## config.mk

```make
export PLATFORM = sky130hd
export DESIGN_NAME = ram_burst_reader
export DESIGN_NICKNAME = d
export VERILOG_FILES = /design/src/rtl/ram_burst_reader.sv
export SDC_FILE = /design/constraint.sdc
export NUM_CORES = 1
export LEC_CHECK = 0
export BUFFER_PORTS_ARGS = -buffer_cell sky130_fd_sc_hd__buf_4
export CORE_MARGIN = 2
export CORE_UTILIZATION = 46
export CTS_CLUSTER_SIZE = 30
export DETAILED_ROUTE_END_ITERATION = 8
export GPL_TIMING_DRIVEN = 0
export PLACE_DENSITY = 0.64
export SYNTH_ARGS = -nofsm -noshare
export SYNTH_HDL_FRONTEND = slang
export SYNTH_SLANG_ARGS = --single-unit
```

## constraint.sdc

```tcl
create_clock -name clk -period 14.9 [get_ports clk]
set_input_delay 2.98 -clock clk [delete_from_list [all_inputs] [get_ports clk]]
set_output_delay 2.98 -clock clk [all_outputs]
set_load 0.05 [all_outputs]
```

## src/rtl/ram_burst_reader.sv

```systemverilog
// ram_burst_reader: read-side DMA stage on the ram word port.
// On an accepted start it reads len consecutive words from base_addr (wrapping
// modulo RAM_SIZE), absorbs the ram's one-cycle registered read latency and
// presents the words as a valid/ready stream with a last flag.
//
// Ports:
//   clk, rst              clock, asynchronous active-high reset
//   start, base_addr, len burst command (sampled in idle only; len 0 is legal)
//   busy, done            burst in progress / one-cycle completion pulse
//   ram_address, ram_we,  registered ram word address; write side tied off
//   ram_wr_data
//   ram_rd_data           ram read data, valid one edge after address sampled
//   m_valid, m_data,      output stream; m_last marks the final word
//   m_last, m_ready
module ram_burst_reader #(
  parameter int unsigned RAM_SIZE   = 1024,
  parameter int unsigned LEN_W      = 11,
  parameter int unsigned FIFO_DEPTH = 4
) (
  input  logic             clk,
  input  logic             rst,
  input  logic             start,
  input  logic [31:0]      base_addr,
  input  logic [LEN_W-1:0] len,
  output logic             busy,
  output logic             done,
  output logic [31:0]      ram_address,
  output logic             ram_we,
  output logic [31:0]      ram_wr_data,
  input  logic [31:0]      ram_rd_data,
  output logic             m_valid,
  output logic [31:0]      m_data,
  output logic             m_last,
  input  logic             m_ready
);

  localparam int unsigned PtrW = (FIFO_DEPTH > 1) ? $clog2(FIFO_DEPTH) : 1;
  localparam int unsigned CntW = $clog2(FIFO_DEPTH + 1);
  localparam logic [31:0] AddrMask = 32'(RAM_SIZE - 1);

  typedef enum logic [1:0] {StIdle, StRun, StDrain} state_e;

  state_e           state_q, state_d;
  logic [31:0]      base_q, base_d;
  logic [LEN_W-1:0] len_q, len_d;
  logic [LEN_W-1:0] issued_q, issued_d;
  logic [LEN_W-1:0] popped_q, popped_d;
  logic [31:0]      addr_q, addr_d;
  logic             done_q, done_d;
  logic             issue;

  // flight_q[0]: read sitting in the address register; flight_q[1]: read whose
  // data is on ram_rd_data this cycle.
  logic [1:0]       flight_q;

  logic [31:0]      mem_q [FIFO_DEPTH];
  logic [PtrW-1:0]  wr_ptr_q, rd_ptr_q;
  logic [CntW-1:0]  count_q;

  logic             push, pop, can_issue;
  logic [CntW:0]    occupancy;

  assign push = flight_q[1];
  assign pop  = m_valid & m_ready;

  // Words already committed to the FIFO (stored or in flight), less the one
  // leaving this cycle; a new read is allowed only if it still has a slot.
  assign occupancy = {1'b0, count_q} + (CntW + 1)'(flight_q[0]) + (CntW + 1)'(flight_q[1])
                     - (CntW + 1)'(pop);
  assign can_issue = occupancy < (CntW + 1)'(FIFO_DEPTH);

  always_comb begin
    state_d  = state_q;
    base_d   = base_q;
    len_d    = len_q;
    issued_d = issued_q;
    popped_d = popped_q;
    addr_d   = addr_q;
    done_d   = 1'b0;
    issue    = 1'b0;

    if (pop) begin
      popped_d = popped_q + LEN_W'(1);
    end

    unique case (state_q)
      StIdle: begin
        if (start) begin
          base_d   = base_addr;
          len_d    = len;
          issued_d = '0;
          popped_d = '0;
          if (len == '0) begin
            done_d = 1'b1;
          end else begin
            // First read goes out on the accepting edge itself.
            issue    = 1'b1;
            addr_d   = base_addr & AddrMask;
            issued_d = LEN_W'(1);
            state_d  = (len == LEN_W'(1)) ? StDrain : StRun;
          end
        end
      end
      StRun: begin
        if (can_issue) begin
          issue    = 1'b1;
          addr_d   = (base_q + 32'(issued_q)) & AddrMask;
          issued_d = issued_q + LEN_W'(1);
          if (issued_q + LEN_W'(1) == len_q) begin
            state_d = StDrain;
          end
        end
      end
      StDrain: begin
        // Final pop implies every issued read has already landed.
        if (pop && (popped_q == len_q - LEN_W'(1))) begin
          done_d  = 1'b1;
          state_d = StIdle;
        end
      end
      default: state_d = StIdle;
    endcase
  end

  always_ff @(posedge clk or posedge rst) begin
    if (rst) begin
      state_q  <= StIdle;
      base_q   <= '0;
      len_q    <= '0;
      issued_q <= '0;
      popped_q <= '0;
      addr_q   <= '0;
      done_q   <= 1'b0;
      flight_q <= '0;
    end else begin
      state_q  <= state_d;
      base_q   <= base_d;
      len_q    <= len_d;
      issued_q <= issued_d;
      popped_q <= popped_d;
      addr_q   <= addr_d;
      done_q   <= done_d;
      flight_q <= {flight_q[0], issue};
    end
  end

  always_ff @(posedge clk or posedge rst) begin
    if (rst) begin
      for (int i = 0; i < int'(FIFO_DEPTH); i++) begin
        mem_q[i] <= '0;
      end
      wr_ptr_q <= '0;
      rd_ptr_q <= '0;
      count_q  <= '0;
    end else begin
      if (push) begin
        mem_q[wr_ptr_q] <= ram_rd_data;
        wr_ptr_q <= (wr_ptr_q == PtrW'(FIFO_DEPTH - 1)) ? '0 : wr_ptr_q + PtrW'(1);
      end
      if (pop) begin
        rd_ptr_q <= (rd_ptr_q == PtrW'(FIFO_DEPTH - 1)) ? '0 : rd_ptr_q + PtrW'(1);
      end
      if (push && !pop) begin
        count_q <= count_q + CntW'(1);
      end else if (!push && pop) begin
        count_q <= count_q - CntW'(1);
      end
    end
  end

  assign busy        = (state_q != StIdle);
  assign done        = done_q;
  assign ram_address = addr_q;
  assign ram_we      = 1'b0;
  assign ram_wr_data = '0;
  assign m_valid     = (count_q != '0);
  assign m_data      = mem_q[rd_ptr_q];
  assign m_last      = m_valid && (popped_q == len_q - LEN_W'(1));

endmodule

```

==> results.py, run 1 <==
metrics = {
    "timing": {
        "finalMaxSlewViolations": 0,
        "fmax_mhz": 158,
        "skew_ps": 8.97,
        "fin_hold_ws_ps": 384,
        "relSlewSlack_pct": 34.6,
        "setup_viol": 0,
        "timing.final.crit_share_pct": 42.4,
        "tightest_slew_ps": 975,
        "final.setup.tns_ps": 0,
        "rsz0062_at_grt": "false",
        "finalHoldViolCount": 0,
        "period_minus_slack_ps": 6310,
    },
    "route": {
        "drt-initial-drc-count": 363,
        "viasPerCell": 5.07,
        "drt_pass1_iterations": 4,
        "vias": 6597,
        "ant_nets": 0,
        "routed_wl_um": 21300,
        "drc": 0,
        "detail_route.wl_per_cell_um": 16.4,
    },
    "global_route": {
        "track_usage_pct": 19.7,
        "grt_max_degree": 116,
        "antenna_found_initial": 0,
        "grt_first_pass_wirelength_um": 34500,
        "grt_pass1_vias": 6556,
        "grt_remaining_overflow": 0,
    },
    "setup_path": {
        "cp-end-kind": "flop",
        "critPathKind": "in -> reg",
        "crit_arrival_ps": 6600,
        "critPathRequiredTime_ps": 15190,
        "path_max_fanout": 10,
        "worstSetupStartpointType": "input port",
    },
    "clocking": {
        "clkSlewWorstSetupHoldPaths_ps": 70,
        "numCtsBuffers": 17,
        "numClockSinks": 193,
        "insertion_delay_ps": 440,
        "ctsResizeCount": 0,
        "cts-root-buf": "clkbuf_16",
        "clk_path_buf_depth": 2,
        "h-tree-depth": 4,
        "cts_hold_buffers": 0,
        "cts_setup_buffers": 0,
        "cts_tree": "built",
    },
    "floorplanning": {
        "coreArea_um2": 21200,
        "io_pins": 180,
        "num_rows": 53,
        "die_w_um": 151,
        "start_util_pct": 47.1,
        "die-area_um2": 22900,
        "die_y_um": 151,
    },
    "synthesis": {
        "yosys.cell_types.count": 58,
        "synth_cells": 837,
        "async_flop_share_pct": 100,
        "synth_area_um2": 9970,
        "ys_ff_latch": 193,
        "seq_area_frac_synth_pct": 48.4,
        "synth_area_per_cell_um2": 11.9,
        "yosys_most_used_dff": "dfrtp_1",
        "synth_edf_count": 0,
        "yosys_warnings": 0,
    },
    "placement": {
        "gp_congestion": 0.857,
        "numPortBuffers": 102,
        "dp_hpwl_um": 15000,
    },
    "status": {
        "status": "finished, final reports clean",
    },
    "layout": {
        "fill_cells": 1863,
        "mostFrequentLayoutCells": "193 x dfrtp_1, 160 x buf_4, 134 x mux2_2",
        "antenna_cells": 0,
        "area_growth_pct": 19.3,
        "finalNetCount": 1116,
        "final_common_cell": "dfrtp_1",
        "drive_above_1_share_pct": 36.4,
    },
    "pwr": {
        "powerDensity_nw_per_um2": 134,
        "peakVddDrop_mv": 0.0773,
        "leakage_nw": 5.54,
    },
    "flow_run": {
        "max-cap-violations": 0,
    },
    "hold_path": {
        "hp-class": "reg -> reg",
    },
}
worst max-delay path, cell delays in order:
cell and delay, ps:
buf_4 130, nand2_1 190, clkinv_1 260, ha_1 440
inv_1 60, ha_1 270, a21o_1 160, a21o_1 190
nor4b_1 370, o31ai_1 230, o21ai_1 590, clkbuf_1 560
a31oi_1 160
synthesized netlist by cell type (all sizes together) (8+ instances only):
master | number | area share, %
or3 | 9 | 0.58
mux2 | 134 | 15
mux4 | 32 | 7.2
inv | 23 | 0.87
nor2 | 33 | 1.2
ha | 22 | 2.8
a21oi | 20 | 1.0
clkbuf | 18 | 0.68
o31ai | 8 | 0.60
buf | 78 | 5.3
dfrtp | 193 | 48
nand3 | 12 | 0.60
xnor2 | 26 | 2.3
xor2 | 21 | 1.8
nand2 | 101 | 3.8
o21ai | 25 | 1.3
logic make-up (layout without fill, tap and decap cells):
logic type,after synthesis,count (layout),synth area share [%]
compound gates,82,82,5.36
xor+xnor,47,47,4.13
fa+ha+maj,24,24,3.16
buf+inv,120,255,6.89
flops,193,193,48.4
mux,171,171,22.9
other cells,1,55,0.0376
simple gates,199,199,9.11
where the power goes:
group | switching (mW) | total (mW) | internal [mW] | leakage [nW]
clock network | 0.210 | 0.453 | 0.243 | 0.293
logic | 0.354 | 0.560 | 0.206 | 2.90
registers | 0.0258 | 0.582 | 0.556 | 2.34
total | 0.589 | 1.59 | 1.00 | 5.54
final timing paths:
path                                   to  cells past startpoint   startpoint  slack [ps]
setup / recovery           ram_address[0]                     13      m_ready        8590
hold / removal                flight_q[1]                      0  flight_q[0]         380
setup reg to reg           ram_address[0]                     13   count_q[1]       10300
hold reg to reg               flight_q[1]                      0  flight_q[0]         380
max in group asynchronous        len_q[3]                      3          rst       11310
min in group asynchronous  ram_address[8]                      2          rst        2600
stage by stage:
stage	power, mW	std cells	area, µm²	setup WS [ps]	util (%)
after floorplan	1.01	891	10200	6660	-
after global placement	1.15	1268	11300	4290	53.3
after detailed placement	1.16	1269	11300	8120	53.5
after CTS	1.62	1301	11900	8580	56.2
after global routing	1.67	1301	11900	8260	56.2
final	1.59	1301	11900	8590	56.2
state kept, by name (all words and copies together) (netlist names), 3 cells and up:
register / count
mem_q: 128
base_q: 10
ram_address: 10
popped_q: 11
issued_q: 11
count_q: 3
len_q: 11
metal layers:
layer  wire length [µm]  GRT usage (%)
met5                  0              0
met4                235           5.14
met3                787           3.58
met2              10700           33.0
met1               9520           26.3
final cells by class:
type | count | area, µm² | share of cell area (%)
Sequential cell | 193 | 4830 | 40.6
Clock buffer | 19 | 453 | 3.81
Multi-Input combinational cell | 578 | 4660 | 39.1
Clock inverter | 13 | 126 | 1.06
Timing Repair Buffer | 103 | 793 | 6.67
Inverter | 24 | 97.6 | 0.820
Tap cell | 275 | 344 | 2.89
Buffer | 96 | 597 | 5.02
No activity file was read; power rests on OpenSTA's default activity.
==> inputs of run 2 (changes only) <==
--- a/config.mk
+++ b/config.mk
@@ -11,7 +11,7 @@
 export CTS_CLUSTER_SIZE = 30
 export DETAILED_ROUTE_END_ITERATION = 8
 export GPL_TIMING_DRIVEN = 0
-export PLACE_DENSITY = 0.64
+export PLACE_DENSITY = 0.66
 export SYNTH_ARGS = -nofsm -noshare
 export SYNTH_HDL_FRONTEND = slang
 export SYNTH_SLANG_ARGS = --single-unit
==> constraint.sdc (replaced) <==
create_clock -name clk -period 5.6 [get_ports clk]
set_input_delay 1.12 -clock clk [delete_from_list [all_inputs] [get_ports clk]]
set_output_delay 1.12 -clock clk [all_outputs]
set_load 0.05 [all_outputs]
==> results.py, run 2 (synthesized netlist as in run 1, its figures left out) <==
metrics = {
    "clocking": {
        "clk_path_buf_depth": 2,
        "cts-root-buf": "clkbuf_16",
        "insertion_delay_ps": 440,
        "cts_hold_buffers": 0,
        "numClockSinks": 193,
        "clkSlewWorstSetupHoldPaths_ps": 70,
        "cts_setup_buffers": 0,
        "cts_tree": "built",
        "h-tree-depth": 4,
        "numCtsBuffers": 17,
        "ctsResizeCount": 0,
    },
    "timing": {
        "fmax_mhz": 211,
        "period_minus_slack_ps": 4730,
        "tightest_slew_ps": 935,
        "rsz0062_at_grt": "false",
        "finalHoldViolCount": 0,
        "fin_hold_ws_ps": 383,
        "skew_ps": 11.1,
        "setup_viol": 0,
        "relSlewSlack_pct": 37.2,
        "finalMaxSlewViolations": 0,
        "timing.final.crit_share_pct": 84.5,
        "final.setup.tns_ps": 0,
    },
    "floorplanning": {
        "die_w_um": 151,
        "start_util_pct": 47.1,
        "num_rows": 53,
        "io_pins": 180,
        "die_y_um": 151,
        "coreArea_um2": 21200,
        "die-area_um2": 22900,
    },
    "setup_path": {
        "worstSetupStartpointType": "flop",
        "path_cells": "or3_1 > nand2_1 > clkinv_1 > ha_1 > inv_1 > ha_1 > a21o_1 > a21o_1 > nor4b_1 > o31ai_1 > o21ai_1 > clkbuf_1 > a31oi_1",
        "path_max_fanout": 10,
        "startpoint": "count_q[0]",
        "path_buf_inv": 3,
        "cp_slowest_cell": "clkbuf_1",
        "r2r_cells": 13,
        "cp.depth": 13,
        "crit_arrival_ps": 5010,
        "cp-end-kind": "flop",
        "critPathRequiredTime_ps": 5880,
        "slowest_delay_ps": 580,
        "cp_top_family": "compound AO/OA/AOI/OAI gates",
        "reg2reg_from": "count_q[0]",
        "critPathKind": "reg -> reg",
    },
    "global_route": {
        "grt_first_pass_wirelength_um": 34600,
        "grt_pass1_vias": 6662,
        "grt_remaining_overflow": 0,
        "antenna_found_initial": 0,
        "track_usage_pct": 19.4,
        "grt_max_degree": 39,
    },
    "pwr": {
        "powerDensity_nw_per_um2": 353,
        "peakVddDrop_mv": 0.233,
        "leakage_nw": 5.56,
    },
    "route": {
        "drt-initial-drc-count": 287,
        "drt_pass1_iterations": 5,
        "ant_nets": 0,
        "viasPerCell": 5.10,
        "drc": 0,
        "routed_wl_um": 21000,
        "detail_route.wl_per_cell_um": 16.1,
        "vias": 6654,
    },
    "placement": {
        "numPortBuffers": 102,
        "dpl.cell_count": 1273,
        "placed_area_um2": 11400,
        "gp_congestion": 0.864,
        "dp_hpwl_um": 15400,
    },
    "layout": {
        "fill_cells": 1831,
        "final_common_cell": "dfrtp_1",
        "multi_input_comb_area_um2": 4660,
        "antenna_cells": 0,
        "drive_above_1_share_pct": 36.6,
        "fin_cells": 1305,
        "area_growth_pct": 20.0,
        "mostFrequentLayoutCells": "193 x dfrtp_1, 160 x buf_4, 134 x mux2_2",
        "finalNetCount": 1120,
        "stdcell_area_um2": 12000,
        "largest_reg_flops": 128,
        "fin_util_pct": 56.6,
        "top_register": "mem_q",
        "seqCellArea_um2": 4830,
    },
    "status": {
        "status": "finished, final reports clean",
    },
    "hold_path": {
        "hp-class": "reg -> reg",
        "hold_depth": 0,
        "min_from": "flight_q[0]",
    },
    "flow_run": {
        "max-cap-violations": 0,
    },
}
## run 2: changes by cell type in the layout (fill, tap and decap cells not counted), sizes merged
cell	previous run	this run
clkinv	8	9
buf	181	185
clkinvlp	0	2
clkbuf	37	35
bufinv	1	0
## run 2: per-stage QoR
stage	worst slack (ps)	power, mW
finish	870	4.22
global route	496	4.43
CTS	825	4.27
detailed placement	585	3.08
global placement	659	3.06
floorplan	1650	2.69
## run 2: where the power goes
| group | internal [mW] | switching [mW] |
|---|---|---|
| Sequential | 1.48 | 0.0678 |
| Clock | 0.593 | 0.588 |
| Combinational | 0.553 | 0.940 |
## run 2: layout make-up
class                   instances  area share [%]
flip-flops and latches        193            40.4
well taps                     275            2.88
multi-input cells             578            38.9
clock inverters                15            1.27
plain buffers                  96            4.99
clock buffers                  17            3.56
repair buffers                107            7.24
inverters                      24           0.784
## run 2: layer usage
metal  wire length (µm)  vias to the layer above  global-route usage (%)
met3                899                       21                    3.43
met2              10500                      153                    32.9
li1                   -                     3200                       -
met4                294                        0                    5.70
met1               9250                     3280                    25.7
met5                  0                        -                       0
## run 2: final timing paths
kind	end	slack, ps
max	ram_address[0]	870
min	flight_q[1]	380
max reg2reg	ram_address[0]	870
min reg2reg	flight_q[1]	380
max in group asynchronous	mem_q[77]	3660
min in group asynchronous	mem_q[56]	820
## run 2: worst register-to-register path: stages (launching register included)
cell and delay, ps:
dfrtp_1 430, or3_1 500, nand2_1 290, clkinv_1 290, ha_1 440, inv_1 70
ha_1 270, a21o_1 160, a21o_1 200, nor4b_1 380, o31ai_1 230, o21ai_1 570
clkbuf_1 580, a31oi_1 170
==> inputs of run 3 (changes only) <==
--- a/config.mk
+++ b/config.mk
@@ -11,7 +11,7 @@
 export CTS_CLUSTER_SIZE = 30
 export DETAILED_ROUTE_END_ITERATION = 8
 export GPL_TIMING_DRIVEN = 0
-export PLACE_DENSITY = 0.66
+export PLACE_DENSITY = 0.64
 export SYNTH_ARGS = -nofsm -noshare
 export SYNTH_HDL_FRONTEND = slang
 export SYNTH_SLANG_ARGS = --single-unit
==> constraint.sdc (replaced) <==
create_clock -name clk -period 4.8 [get_ports clk]
set_input_delay 0.96 -clock clk [delete_from_list [all_inputs] [get_ports clk]]
set_output_delay 0.96 -clock clk [all_outputs]
set_load 0.05 [all_outputs]
==> results.py, run 3 (synthesized netlist as in run 1, its figures left out) <==
metrics = {
    "timing": {
        "skew_ps": 10.2,
        "finalMaxSlewViolations": 0,
        "setup_viol": 0,
        "tightest_slew_ps": 982,
        "period_minus_slack_ps": 4390,
        "rsz0062_at_grt": "false",
        "finalHoldViolCount": 0,
        "fmax_mhz": 228,
        "relSlewSlack_pct": 34.6,
        "timing.final.crit_share_pct": 91.4,
    },
    "floorplanning": {
        "coreArea_um2": 21200,
        "num_rows": 53,
        "die_y_um": 151,
        "die_w_um": 151,
        "io_pins": 180,
        "start_util_pct": 47.1,
        "die-area_um2": 22900,
    },
    "pwr": {
        "peakVddDrop_mv": 0.248,
        "powerDensity_nw_per_um2": 415,
        "p_total_mw": 4.97,
        "leakage_nw": 5.56,
    },
    "flow_run": {
        "max-cap-violations": 0,
    },
    "clocking": {
        "cts_tree": "built",
        "insertion_delay_ps": 430,
        "numClockSinks": 193,
        "clkSlewWorstSetupHoldPaths_ps": 80,
        "cts-root-buf": "clkbuf_16",
        "h-tree-depth": 4,
        "cts_setup_buffers": 0,
        "clk_path_buf_depth": 2,
        "numCtsBuffers": 17,
    },
    "layout": {
        "top_register": "mem_q",
        "drive_above_1_share_pct": 36.6,
        "mostFrequentLayoutCells": "193 x dfrtp_1, 160 x buf_4, 134 x mux2_2",
        "stdcell_area_um2": 12000,
        "area_growth_pct": 20.3,
        "antenna_cells": 0,
        "largest_reg_flops": 128,
        "finalNetCount": 1120,
        "final_common_cell": "dfrtp_1",
    },
    "setup_path": {
        "critPathRequiredTime_ps": 5090,
        "cp-end-kind": "flop",
        "crit_arrival_ps": 4670,
        "worstSetupStartpointType": "flop",
        "critPathKind": "reg -> reg",
        "path_max_fanout": 10,
    },
    "placement": {
        "dp_hpwl_um": 15400,
        "gp_congestion": 0.876,
        "placed_area_um2": 11400,
        "numPortBuffers": 102,
    },
    "route": {
        "wl_met1_um": 9420,
        "highest_layer": "met4",
        "drt-initial-drc-count": 344,
        "ant_nets": 0,
        "viasPerCell": 5.07,
        "met3WireLength_um": 766,
        "routed_wl_um": 21100,
        "drt_pass1_iterations": 4,
        "drc": 0,
        "wl_met2_um": 10800,
        "detail_route.wl_per_cell_um": 16.2,
        "vias": 6617,
    },
    "global_route": {
        "track_usage_pct": 19.4,
        "grt_max_degree": 41,
        "grt_remaining_overflow": 0,
        "antenna_found_initial": 0,
        "grt_first_pass_wirelength_um": 34300,
        "grt_pass1_vias": 6714,
    },
    "hold_path": {
        "hp-class": "reg -> reg",
    },
    "status": {
        "status": "finished, final reports clean",
    },
}
==> run 3: cell types whose count changed in the layout (fill, tap and decap cells not counted) <==
| cell | delta |
|---|---|
| inv_6 | +1 |
| clkbuf_1 | +1 |
| clkinv_4 | -1 |
| bufinv_16 | +1 |
| inv_8 | -1 |
| clkinvlp_4 | +2 |
| o21ai_1 | -1 |
| o21ai_2 | +1 |
| clkinv_2 | -3 |
==> run 3: area by class of cell <==
cell class / instances / area (µm²)
Buffer: 96 / 597
Clock inverter: 14 / 170
Inverter: 24 / 93.8
Fill cell: 1801 / 9170
Sequential cell: 193 / 4830
Timing Repair Buffer: 107 / 866
Tap cell: 275 / 344
Clock buffer: 18 / 429
Multi-Input combinational cell: 578 / 4660
==> run 3: metrics by stage <==
stage               setup TNS [ps]  cells  setup WS, ps  utilization [%]  hold WS, ps
CTS                              0   1305           112             56.7          402
finish                           0   1305           411             56.7          394
floorplan                        0    891           847                -          354
detailed placement          -0.561   1273        -0.561             53.8          387
global placement                 0   1268          49.5             53.4          378
global route                     0   1305          47.3             56.7          418
==> run 3: critical path: stages, from the launching register on <==
cell	delay (ps)
dfrtp_1	440
or3_1	470
nand2_1	260
clkinv_1	280
ha_1	430
inv_1	60
ha_1	270
a21o_1	160
a21o_1	190
and3_1	190
o31ai_1	550
o21ai_2	340
clkbuf_1	390
nor2_1	170
a21oi_1	50
==> run 3: final timing paths <==
path	endpoint	slack [ps]	cells past startpoint	start
max	ram_address[2]	410	14	count_q[0]
max reg2reg	ram_address[2]	410	14	count_q[0]
min	flight_q[1]	390	0	flight_q[0]
max in group asynchronous	mem_q[83]	2940	6	rst
min in group asynchronous	mem_q[60]	560	2	rst
min reg2reg	flight_q[1]	390	0	flight_q[0]
==> run 3: routing by layer <==
| layer | global-route usage (%) | vias to the layer above |
|---|---|---|
| met5 | 0 | - |
| met4 | 4.49 | 0 |
| met3 | 3.67 | 8 |
| met2 | 33.6 | 121 |
| met1 | 25.3 | 3284 |
| li1 | - | 3204 |
==> run 3: timing repair <==
item                       4_1_cts  5_1_grt
setup endpoints to repair        0        9
gates resized for setup          0        1
hold buffers                     0        0
==> run 3: power breakdown <==
part	switching, mW	total, mW	internal [mW]
clock network	0.678	1.42	0.746
registers	0.0816	1.81	1.73
logic	1.10	1.74	0.644
total	1.86	4.97	3.12
